**config.mk**
```make
export PLATFORM = sky130hd
export DESIGN_NAME = seq_multiplier
export DESIGN_NICKNAME = d
export VERILOG_FILES = /design/src/rtl/seq_multiplier_pkg.sv /design/src/rtl/nbit_adder.sv /design/src/rtl/seq_multiplier.sv
export SDC_FILE = /design/constraint.sdc
export NUM_CORES = 1
export LEC_CHECK = 0
export BUFFER_PORTS_ARGS = -buffer_cell sky130_fd_sc_hd__buf_4
export CAP_MARGIN = 20
export CORE_ASPECT_RATIO = 1.2
export CORE_MARGIN = 2
export CORE_UTILIZATION = 45
export CTS_BUF_LIST = sky130_fd_sc_hd__clkbuf_2
export CTS_CLUSTER_DIAMETER = 30
export DETAILED_ROUTE_END_ITERATION = 7
export PLACE_DENSITY = 0.65
export SLEW_MARGIN = 20
export SYNTH_ARGS = -nofsm -noshare
export SYNTH_HDL_FRONTEND = slang
export SYNTH_SLANG_ARGS = --single-unit
```
**constraint.sdc**
```tcl
create_clock -name clk -period 2.17 [get_ports clk]
set_input_delay 0.3255 -clock clk [delete_from_list [all_inputs] [get_ports clk]]
set_output_delay 0.3255 -clock clk [all_outputs]
set_load 0.005 [all_outputs]
```
**src/rtl/seq_multiplier_pkg.sv**
```systemverilog
// Shared definitions for the multi-cycle ALU units: state encoding used by seq_multiplier.
package seq_multiplier_pkg;

  localparam logic [1:0] IDLE = 2'd0;
  localparam logic [1:0] CALC = 2'd1;
  localparam logic [1:0] DONE = 2'd2;

  typedef enum logic [1:0] {
    StIdle = IDLE,
    StCalc = CALC,
    StDone = DONE
  } state_e;

endpackage

```
**src/rtl/nbit_adder.sv**
```systemverilog
// Width-bit ripple adder with carry in and carry out.
module nbit_adder #(
  parameter int unsigned Width = 8
) (
  input  logic [Width-1:0] A,
  input  logic [Width-1:0] B,
  input  logic             Cin,
  output logic [Width-1:0] Sum,
  output logic             Cout
);

  always_comb begin
    {Cout, Sum} = {1'b0, A} + {1'b0, B} + {{Width{1'b0}}, Cin};
  end

endmodule

```
**src/rtl/seq_multiplier.sv**
```systemverilog
// Unsigned shift-and-add multiplier: one multiplier bit per clock, 2*Width-bit registered product.
module seq_multiplier
  import seq_multiplier_pkg::*;
#(
  parameter int unsigned Width = 8
) (
  input  logic               clk,
  input  logic               rst,
  input  logic               start,
  input  logic [Width-1:0]   A,
  input  logic [Width-1:0]   B,
  output logic [2*Width-1:0] Product,
  output logic               busy,
  output logic               done
);

  localparam int unsigned CntW = (Width > 1) ? $clog2(Width) : 1;

  state_e               state_q, state_d;
  logic [Width-1:0]     mcand_q, hi_q, lo_q;
  logic [CntW-1:0]      count_q;
  logic [2*Width-1:0]   product_q;

  logic [Width-1:0]     add_sum;
  logic                 add_cout;
  logic [Width:0]       partial;
  logic [2*Width-1:0]   shifted;
  logic                 last;
  logic                 accept;

  nbit_adder #(
    .Width (Width)
  ) u_adder (
    .A    (hi_q),
    .B    (mcand_q),
    .Cin  (1'b0),
    .Sum  (add_sum),
    .Cout (add_cout)
  );

  // Carry is kept as the top bit of the shifted value, so the product is exact.
  always_comb begin
    partial = lo_q[0] ? {add_cout, add_sum} : {1'b0, hi_q};
    shifted = {partial, lo_q[Width-1:1]};
    last    = (count_q == CntW'(Width - 1));
    accept  = start && ((state_q == StIdle) || (state_q == StDone));
  end

  always_comb begin
    state_d = state_q;
    unique case (state_q)
      StIdle:  if (start) state_d = StCalc;
      StCalc:  if (last) state_d = StDone;
      StDone:  state_d = start ? StCalc : StIdle;
      default: state_d = StIdle;
    endcase
  end

  always_ff @(posedge clk) begin
    if (rst) begin
      state_q   <= StIdle;
      mcand_q   <= '0;
      hi_q      <= '0;
      lo_q      <= '0;
      count_q   <= '0;
      product_q <= '0;
    end else begin
      state_q <= state_d;
      if (accept) begin
        mcand_q <= A;
        lo_q    <= B;
        hi_q    <= '0;
        count_q <= '0;
      end else if (state_q == StCalc) begin
        {hi_q, lo_q} <= shifted;
        if (last) begin
          product_q <= shifted;
        end else begin
          count_q <= count_q + 1'b1;
        end
      end
    end
  end

  assign Product = product_q;
  assign busy    = (state_q == StCalc);
  assign done    = (state_q == StDone);

endmodule

```
==> run summary, run 1 <==
Final Hold Viols - 0
CTS Buf Count - 5
Leading area contributor after synthesis - dfxtp_1
Vias in the first global route - 1,675
Slew @ Worst Pin - 0.496 ns
VDD IR-drop max - 0.312 mV
HPWL Detailed - 3200 microns
Total grt overflow - 0
Ports - 37
FP Rows - 27
Startpoint types - flop
Post-synthesis sequential area ratio - 43.3%
Setup TNS Final - 0 ns
Max-slew headroom - 66.9%
Layout cells sized above 1 - 18.2%
Vias per std cell - 5.26
Yosys cell types - 37
Fin Clk Skew - 0.0173 ns
Post-CTS Hold Fix Bufs - 0
Deepest clock path buffer count - 2
P per Cell Area - 639 nW/um^2
Max cap viols - 0
GP Congestion - 0.867
CP max FO - 3
Fill cells - 443
# nets final - 320
Cells on Worst Hold Path - 3
Worst skew pair latency - 0.40 ns
Top post-synthesis cells by area - dfxtp_1, nand2_1, a21oi_1
Residual DRC - 0
Crit path DAT - 2.23 ns
# setup viols final - 0
Switching share of power - 26.2%
Logic pwr share - 14.4%
Yosys warning count - 0
DR iter-0 viols - 104
Post-synthesis cell area - 2080 sq um
Clock Pin Slew Worst Setup and Hold Paths - 0.22 ns
Cts repair resizes - 0
Worst Setup End Kind - flop
I/O Buffers - 36
Die Area - 5180 sq um
Syn Inst Count - 256
Setup CP Type - flop to flop
Pleak - 1.06 nW
DRT antenna net count - 0
Reg area - 901 sq um
Final Critical Period - 1.95 ns
Sequential share of power - 56.7%
Synth top area share - 43.3%
Clock share of power - 28.9%
Outcome - finished clean
Htree depth - 2
Pre-Repair DR Iteration Count - 4
Synthesis-to-layout area growth - 18.1%
Root buffer cell - clkbuf_2
Syn avg cell area - 8.12 sq um
Multi-input combinational cell area - 1080 sq um
Starting density of the core - 45.9%
CTS tree - built
Worst hold slack - 0.137 ns
Initial antenna violation count - 0
RSZ-0062 raised after global routing - false
CTS Sinks - 45
Largest net degree at the start of global routing - 35
Worst R2R Path Depth - 8
DR WL/cell - 12.9 microns
Placed cell area - 2390 sq um
Global-route wire length before repair - 7600 microns
Period utilization - 89.7%
Detailed Route WL - 4500 microns
Total global-route track usage - 19.1%
Flop-to-flop setup slack - 0.22 ns
Psw - 0.412 mW
F_max - 514 MHz
Die X-Extent - 66.1 microns
Final instance area - 2460 sq um
Synth Net Count - 286
Ant diodes - 0
Pins Over Slew Limit - 0
Die Height - 78.5 microns
Pint - 1.16 mW
Core area - 4530 sq um
Critical Path RT - 2.46 ns
Seq cells post-synth - 45
Post-CTS Setup Inserts - 0
Via count - 1,834
Worst Hold Class - input pin to flop
## path summary, 6_finish.rpt
| check | startpoint | to |
|---|---|---|
| max | hi_q[0]$_SDFFE_PP0P_ | hi_q[3]$_SDFFE_PP0P_ |
| min reg2reg | Product[1]$_SDFFE_PP0P_ | Product[1]$_SDFFE_PP0P_ |
| min | A[6] | mcand_q[6]$_SDFFE_PP0P_ |
| max reg2reg | hi_q[0]$_SDFFE_PP0P_ | hi_q[3]$_SDFFE_PP0P_ |
## critical path, stage by stage (launching register included)
cell     delay [ns]
dfxtp_1        0.40
ha_1           0.23
inv_1          0.07
fa_1           0.40
nor2b_1        0.21
o21ai_0        0.11
a211o_1        0.28
nor2_1         0.09
nor3_1         0.05
## kinds of logic after synthesis
family | Yosys count | synth area share (%)
fa+ha+maj | 11 | 6.98
mux | 4 | 1.93
compound gates | 58 | 17.6
simple gates | 114 | 24.0
flops | 45 | 43.3
xor+xnor | 3 | 1.26
buf+inv | 21 | 4.87
## power groups by stage
| stage | Sequential, mW | Clock [mW] | Combinational, mW |
|---|---|---|---|
| 2_1_floorplan | 0.897 | 0 | 0.165 |
| 3_3_place_gp | 0.906 | 0 | 0.226 |
| 3_5_place_dp | 0.906 | 0 | 0.227 |
| 4_1_cts | 0.890 | 0.469 | 0.228 |
| 5_1_grt | 0.898 | 0.508 | 0.256 |
| 6_report | 0.890 | 0.453 | 0.226 |
## routing by layer
metal | wire length (microns) | global-route usage (%) | part of all wire (%)
met1 | 2050 | 22.6 | 46
met2 | 2170 | 33.2 | 48
met3 | 188 | 4.30 | 4.2
met4 | 85 | 7.14 | 1.9
met5 | 0 | 0 | 0
## cell usage after synthesis, drive strengths merged
| cell type | count |
|---|---|
| nand3 | 2 |
| o211a | 2 |
| clkbuf | 7 |
| a211oi | 9 |
| inv | 5 |
| nor2 | 31 |
| o22ai | 7 |
| nor2b | 6 |
| and2 | 1 |
| buf | 9 |
| and3 | 1 |
| o211ai | 1 |
| mux2i | 4 |
| nand2b | 6 |
| o21ai | 6 |
| a21o | 2 |
| nand4 | 3 |
| dfxtp | 45 |
| fa | 1 |
| a221oi | 1 |
| or3 | 1 |
| nand2 | 44 |
| o2bb2ai | 1 |
| ha | 10 |
| a211o | 1 |
| a22o | 1 |
| nor3 | 19 |
| a32oi | 1 |
| o31ai | 1 |
| xnor2 | 3 |
| a21oi | 25 |
## state kept, by name, indices dropped and copies added, names as in the netlist
signal and flops:
lo_q 8, state_q 2, count_q 3, Product 16
mcand_q 8, hi_q 8
## layout make-up
class	instances	area share, %
Inverter	5	0.764
Sequential cell	45	36.7
Clock buffer	6	1.22
Tap cell	58	2.95
Multi-Input combinational cell	190	43.9
Clock inverter	2	1.38
Timing Repair Buffer	43	13.1
## cell usage in the layout (no fill, tap or decap)
master     instances
clkinv_1           1
o21ai_0            5
o2bb2ai_1          1
nand2b_1           6
a32oi_1            1
nor2_1            31
and2_1             1
or3_1              1
a221oi_1           1
a21o_2             1
ha_1              10
nand2_1           44
dfxtp_1           45
and3_1             1
inv_2              1
a21oi_1           25
buf_4             43
a211oi_1           8
o211a_1            2
o21ai_1            1
nand3_1            2
nand4_1            3
a211o_1            1
a22o_1             1
nor2b_1            6
inv_1              4
a211oi_2           1
mux2i_1            4
o22ai_1            7
clkbuf_2           6
o211ai_1           1
fa_1               1
bufinv_16          1
a21o_1             1
nor3_1            19
o31ai_1            1
xnor2_1            3
## metrics by stage
step	instances	worst slack [ns]	utilization, %	total power, mW
after floorplan	256	0.427	-	1.06
after global placement	341	0.296	52.8	1.13
after detailed placement	341	0.239	52.8	1.13
after CTS	349	0.211	54.3	1.59
after global routing	349	0.0532	54.3	1.66
final	349	0.224	54.3	1.57
Power figures use the tool's default switching activity.
==> inputs of run 2 (changes only) <==
--- a/config.mk
+++ b/config.mk
@@ -13,7 +13,8 @@
 export CTS_BUF_LIST = sky130_fd_sc_hd__clkbuf_2
 export CTS_CLUSTER_DIAMETER = 30
 export DETAILED_ROUTE_END_ITERATION = 7
-export PLACE_DENSITY = 0.65
+export PLACE_DENSITY = 0.67
+export RECOVER_POWER = 25
 export SLEW_MARGIN = 20
 export SYNTH_ARGS = -nofsm -noshare
 export SYNTH_HDL_FRONTEND = slang
==> constraint.sdc (replaced) <==
create_clock -name clk -period 1.6 [get_ports clk]
set_input_delay 0.24 -clock clk [delete_from_list [all_inputs] [get_ports clk]]
set_output_delay 0.24 -clock clk [all_outputs]
set_load 0.005 [all_outputs]
==> run summary, run 2 (same netlist as run 1, synthesis figures left out) <==
Final Critical Period - 1.74 ns
RSZ-0062 raised after global routing - true
Via count - 1,929
Final WS setup - -0.142 ns
Vias in the first global route - 2,000
Setup CP Type - flop to flop
Die X-Extent - 66.1 microns
Die Area - 5180 sq um
Worst Setup End Kind - flop
Max incr delay on CP - 0.41 ns
Most frequent cells in the layout - buf_4, nand2_1, dfxtp_1
Pins Over Slew Limit - 0
F_max - 574 MHz
Max-slew headroom - 66.5%
Met2 usage - 40.0%
Worst Hold Class - input pin to flop
Fill cells - 410
Logic pwr share - 17.3%
Final instance area - 2790 sq um
DR iter-0 viols - 89
Pre-Repair DR Iteration Count - 4
Flop-to-flop setup slack - -0.14 ns
Deepest clock path buffer count - 2
Outcome - complete, but fails checks
Setup WS pre-CTS - -0.148 ns
Startpoint types - flop
Period utilization - 109%
Starting density of the core - 45.9%
Total grt overflow - 0
Psw - 0.628 mW
Clock share of power - 28.5%
Root buffer cell - clkbuf_2
Ports - 37
Met3 usage - 3.72%
Detailed Route WL - 5280 microns
Placed cell area - 2610 sq um
Commonest non-fill, non-tap cell in the layout - buf_4
Layout cells sized above 1 - 33.9%
Critical Path RT - 1.92 ns
HPWL Detailed - 3810 microns
Crit-path cells - ha_4, a211oi_2, o21ai_2, or3_1, a32oi_2, a211oi_1
Crit-path slowest cell - dfxtp_4
I/O Buffers - 36
GP Congestion - 0.871
Core area - 4530 sq um
Final Hold Viols - 0
Htree depth - 2
Max reg flops - 16
Slew @ Worst Pin - 0.502 ns
Total global-route track usage - 22.7%
Initial antenna violation count - 0
Die Height - 78.5 microns
CTS Buf Count - 5
DR WL/cell - 14.2 microns
Clock Pin Slew Worst Setup and Hold Paths - 0.24 ns
CP max FO - 3
DRT antenna net count - 0
Fin Clk Skew - 0.0171 ns
Crit path DAT - 2.06 ns
Sequential share of power - 54.2%
P per Cell Area - 804 nW/um^2
Global-route wire length before repair - 9230 microns
# nets final - 342
Switching share of power - 28.0%
Residual DRC - 0
Largest net degree at the start of global routing - 21
CTS tree - built
GRT busiest layer - met2
Max cap viols - 0
Pleak - 1.18 nW
Pint - 1.62 mW
Worst skew pair latency - 0.41 ns
Met1 usage - 27.9%
CTS Sinks - 45
VDD IR-drop max - 0.494 mV
Ant diodes - 0
Final cell count without fillers - 371
FP Rows - 27
Synthesis-to-layout area growth - 34.3%
Dpl cells - 361
Vias per std cell - 5.20
Post-CTS Hold Fix Bufs - 0
Failing checks - setup timing
Setup TNS Final - -0.658 ns
# setup viols final - 8
==> run 2: per-stage QoR <==
step	total power, mW	hold WS [ns]	utilization (%)
after global placement	1.59	0.443	57.7
after floorplan	1.45	0.368	-
after detailed placement	1.59	0.452	57.7
final	2.25	0.0341	61.7
after global routing	2.35	0.00589	61.7
after CTS	2.23	0.0217	60.9
==> run 2: critical path, delay by kind of cell (launching register included) <==
family / cells / cell delay [ns]
AO/OA/AOI/OAI: 4 / 0.68
flip-flops: 1 / 0.41
AND/OR/NAND/NOR: 1 / 0.33
adder cells (fa/ha/maj): 1 / 0.24
==> run 2: power groups by stage <==
stage | Combinational [mW] | Sequential (mW) | Clock, mW
detailed placement | 0.357 | 1.23 | 0
CTS | 0.378 | 1.21 | 0.640
floorplan | 0.231 | 1.22 | 0
global route | 0.430 | 1.22 | 0.701
finish | 0.389 | 1.22 | 0.639
global placement | 0.354 | 1.23 | 0
==> run 2: cell type report <==
| cell class | instances | area [sq um] | share of cell area [%] |
|---|---|---|---|
| clock inverter | 3 | 41.3 | 1.48 |
| inverter | 5 | 18.8 | 0.672 |
| timing repair buffer | 65 | 480 | 17.2 |
| multi-input combinational | 190 | 1240 | 44.3 |
| clock buffer | 5 | 25.0 | 0.896 |
| sequential | 45 | 917 | 32.8 |
| tap | 58 | 72.6 | 2.60 |
==> run 2: repair_timing <==
item                                    4_1_cts  5_1_grt
pin swaps                                    10       11
setup buffers                                 2        0
endpoints found under the setup margin       12       14
resized for setup                            15        9
==> run 2: final timing paths <==
check                               start                       to  depth (start not counted)
setup / recovery  mcand_q[1]$_SDFFE_PP0P_     hi_q[6]$_SDFFE_PP0P_                          6
hold reg to reg   Product[8]$_SDFFE_PP0P_  Product[8]$_SDFFE_PP0P_                          2
hold / removal                       A[5]  mcand_q[5]$_SDFFE_PP0P_                          3
setup reg to reg  mcand_q[1]$_SDFFE_PP0P_     hi_q[6]$_SDFFE_PP0P_                          6
==> run 2: metal layers <==
metal	vias up	part of all wire, %
li1	996	-
met2	35	52
met4	0	1.9
met1	887	44
met3	11	2.7
met5	-	0
==> inputs of run 3 (changes only) <==
--- a/config.mk
+++ b/config.mk
@@ -5,15 +5,16 @@
 export SDC_FILE = /design/constraint.sdc
 export NUM_CORES = 1
 export LEC_CHECK = 0
+export ABC_AREA = 1
 export BUFFER_PORTS_ARGS = -buffer_cell sky130_fd_sc_hd__buf_4
 export CAP_MARGIN = 20
 export CORE_ASPECT_RATIO = 1.2
 export CORE_MARGIN = 2
-export CORE_UTILIZATION = 45
+export CORE_UTILIZATION = 50
 export CTS_BUF_LIST = sky130_fd_sc_hd__clkbuf_2
 export CTS_CLUSTER_DIAMETER = 30
 export DETAILED_ROUTE_END_ITERATION = 7
-export PLACE_DENSITY = 0.67
+export PLACE_DENSITY = 0.73
 export RECOVER_POWER = 25
 export SLEW_MARGIN = 20
 export SYNTH_ARGS = -nofsm -noshare
==> run summary, run 3 <==
Final Hold Viols - 0
Met2 usage - 38.3%
Residual DRC - 0
Post-synthesis cell area - 2150 sq um
DR WL/cell - 12.6 microns
Crit path DAT - 2.02 ns
Worst R2R Path Depth - 12
Largest net degree at the start of global routing - 25
Fill cells - 349
Pins Over Slew Limit - 0
Synth top area share - 41.9%
Worst skew pair latency - 0.41 ns
F_max - 610 MHz
Die X-Extent - 63.9 microns
Post-synthesis sequential area ratio - 41.9%
Yosys cell types - 32
Die Area - 4840 sq um
# nets final - 366
Synthesis-to-layout area growth - 27.9%
Met3 usage - 5.02%
Pleak - 1.32 nW
I/O Buffers - 36
VDD IR-drop max - 0.487 mV
Seq cells post-synth - 45
Global-route wire length before repair - 8010 microns
GRT busiest layer - met2
Most frequent cells in the layout - dfxtp_1, nand2_1, buf_4
Detailed Route WL - 4950 microns
Clock Pin Slew Worst Setup and Hold Paths - 0.21 ns
# setup viols final - 5
Worst hold slack - 0.0602 ns
Final WS setup - -0.0383 ns
Pre-Repair DR Iteration Count - 4
CTS Buf Count - 5
Primary flip-flop cell chosen by synthesis mapping - dfxtp_1
GP Congestion - 0.845
Max incr delay on CP - 0.40 ns
Startpoint types - flop
Vias in the first global route - 1,850
Starting density of the core - 51.2%
FP Rows - 26
Htree depth - 2
Max-slew headroom - 65.3%
CP max FO - 2
P per Cell Area - 813 nW/um^2
Initial antenna violation count - 0
EDFF count, synth - 0
Top-count cell post-synth - dfxtp_1
Final Critical Period - 1.64 ns
Dpl cells - 379
Vias per std cell - 5.12
Met1 usage - 25.4%
Cells on Worst Hold Path - 3
Syn avg cell area - 7.54 sq um
Final cell count without fillers - 393
Die Height - 75.8 microns
Top post-synthesis cells by area - dfxtp_1, nand2_1, o21ai_0
Commonest non-fill, non-tap cell in the layout - dfxtp_1
Total global-route track usage - 21.4%
Via count - 2,012
Deepest clock path buffer count - 2
Failing checks - setup timing
Root buffer cell - clkbuf_2
Leading area contributor after synthesis - dfxtp_1
Ports - 37
Setup CP Type - flop to flop
DR iter-0 viols - 112
Crit-path cells - ha_4, inv_2, fa_2, inv_2, nand2_2, nand2_2, and2_4, or2_0, nand3_2, nand3_2, nand2_1, inv_1
Fin Clk Skew - 0.00885 ns
DRT antenna net count - 0
Post-synth top cells - dfxtp_1, nand2_1, inv_1
Worst Setup End Kind - flop
RSZ-0062 raised after global routing - true
Yosys warning count - 0
Syn Inst Count - 285
Critical Path RT - 1.98 ns
Total grt overflow - 0
Outcome - complete, but fails checks
Max cap viols - 0
Ys async rst share - 0%
Ant diodes - 0
Period utilization - 102%
CTS tree - built
Worst Hold Class - input pin to flop
Layout cells sized above 1 - 27.6%
Slew @ Worst Pin - 0.520 ns
Core area - 4200 sq um
CTS Sinks - 45
HPWL Detailed - 3310 microns
Max reg flops - 16
Crit-path slowest cell - dfxtp_2
Synth Net Count - 315
run 3: cell types whose count changed in the layout (fill, tap and decap cells not counted), moves of 7 or more:
cell / change
clkbuf_4: +7
nor3_1: -19
nand3_2: +7
o21ai_0: +24
buf_4: -20
nand3_1: +11
dfxtp_1: +7
inv_1: +32
run 3: cell type report:
class                   count  area, sq um  area share, %
clock buffers               6         30.0           1.09
well taps                  56         70.1           2.55
multi-input cells         188         1100           40.0
inverters                  42          160           5.83
flip-flops and latches     45          906           33.0
clock inverters             2         33.8           1.23
repair buffers             54          450           16.4
run 3: cells by family after synthesis:
group,share of synthesized area (%)
AO/OA/AOI/OAI,18.4
flip-flops,41.9
multiplexers,0.466
buffers and inverters,10.6
adder cells (fa/ha/maj),6.75
AND/OR/NAND/NOR,21.9
run 3: report_power, final:
part | internal (mW) | switching, mW | total [mW]
Combinational | 0.173 | 0.228 | 0.401
Clock | 0.266 | 0.363 | 0.630
Sequential | 1.18 | 0.0288 | 1.21
run 3: worst paths after layout:
path                                               from                       to  slack, ns
worst max-delay path            mcand_q[0]$_SDFFE_PP0P_     hi_q[3]$_SDFFE_PP0P_      -0.04
worst min-delay path                               A[0]  mcand_q[0]$_SDFFE_PP0P_       0.06
worst max register to register  mcand_q[0]$_SDFFE_PP0P_     hi_q[3]$_SDFFE_PP0P_      -0.04
worst min register to register  Product[7]$_SDFFE_PP0P_  Product[7]$_SDFFE_PP0P_       0.49
run 3: critical path: cells and delay by family, from the launching register on:
family | cells | cell delay (ns)
buffers and inverters | 3 | 0.15
and+or+nand+nor | 7 | 0.60
adders and majority gates | 2 | 0.46
DFF | 1 | 0.40
run 3: repair_timing:
| action | 4_1_cts | 5_1_grt |
|---|---|---|
| setup buffers | 1 | 3 |
| endpoints found under the setup margin | 7 | 15 |
| endpoints found under the hold margin | 3 | 0 |
| hold buffers | 1 | 0 |
| gates resized for setup | 21 | 14 |
| cloned | 0 | 1 |
| pin swaps | 3 | 5 |
run 3: metal layers:
layer,vias to the layer above,routed length (microns)
met1,929,2250
li1,1036,-
met2,40,2400
met4,0,80
met3,7,208
met5,-,0
run 3: through the flow:
stage          power, mW  TNS [ns]  utilization, %  setup slack (ns)  area (sq um)
2_1_floorplan       1.46         0               -            0.0279          2150
4_1_cts             2.22    -0.156            63.7           -0.0367          2680
3_5_place_dp        1.57    -0.404            60.1            -0.101          2520
3_3_place_gp        1.57    -0.135            60.1           -0.0603          2520
6_report            2.24    -0.108            65.5           -0.0383          2750
5_1_grt             2.35     -1.39            65.5            -0.160          2750
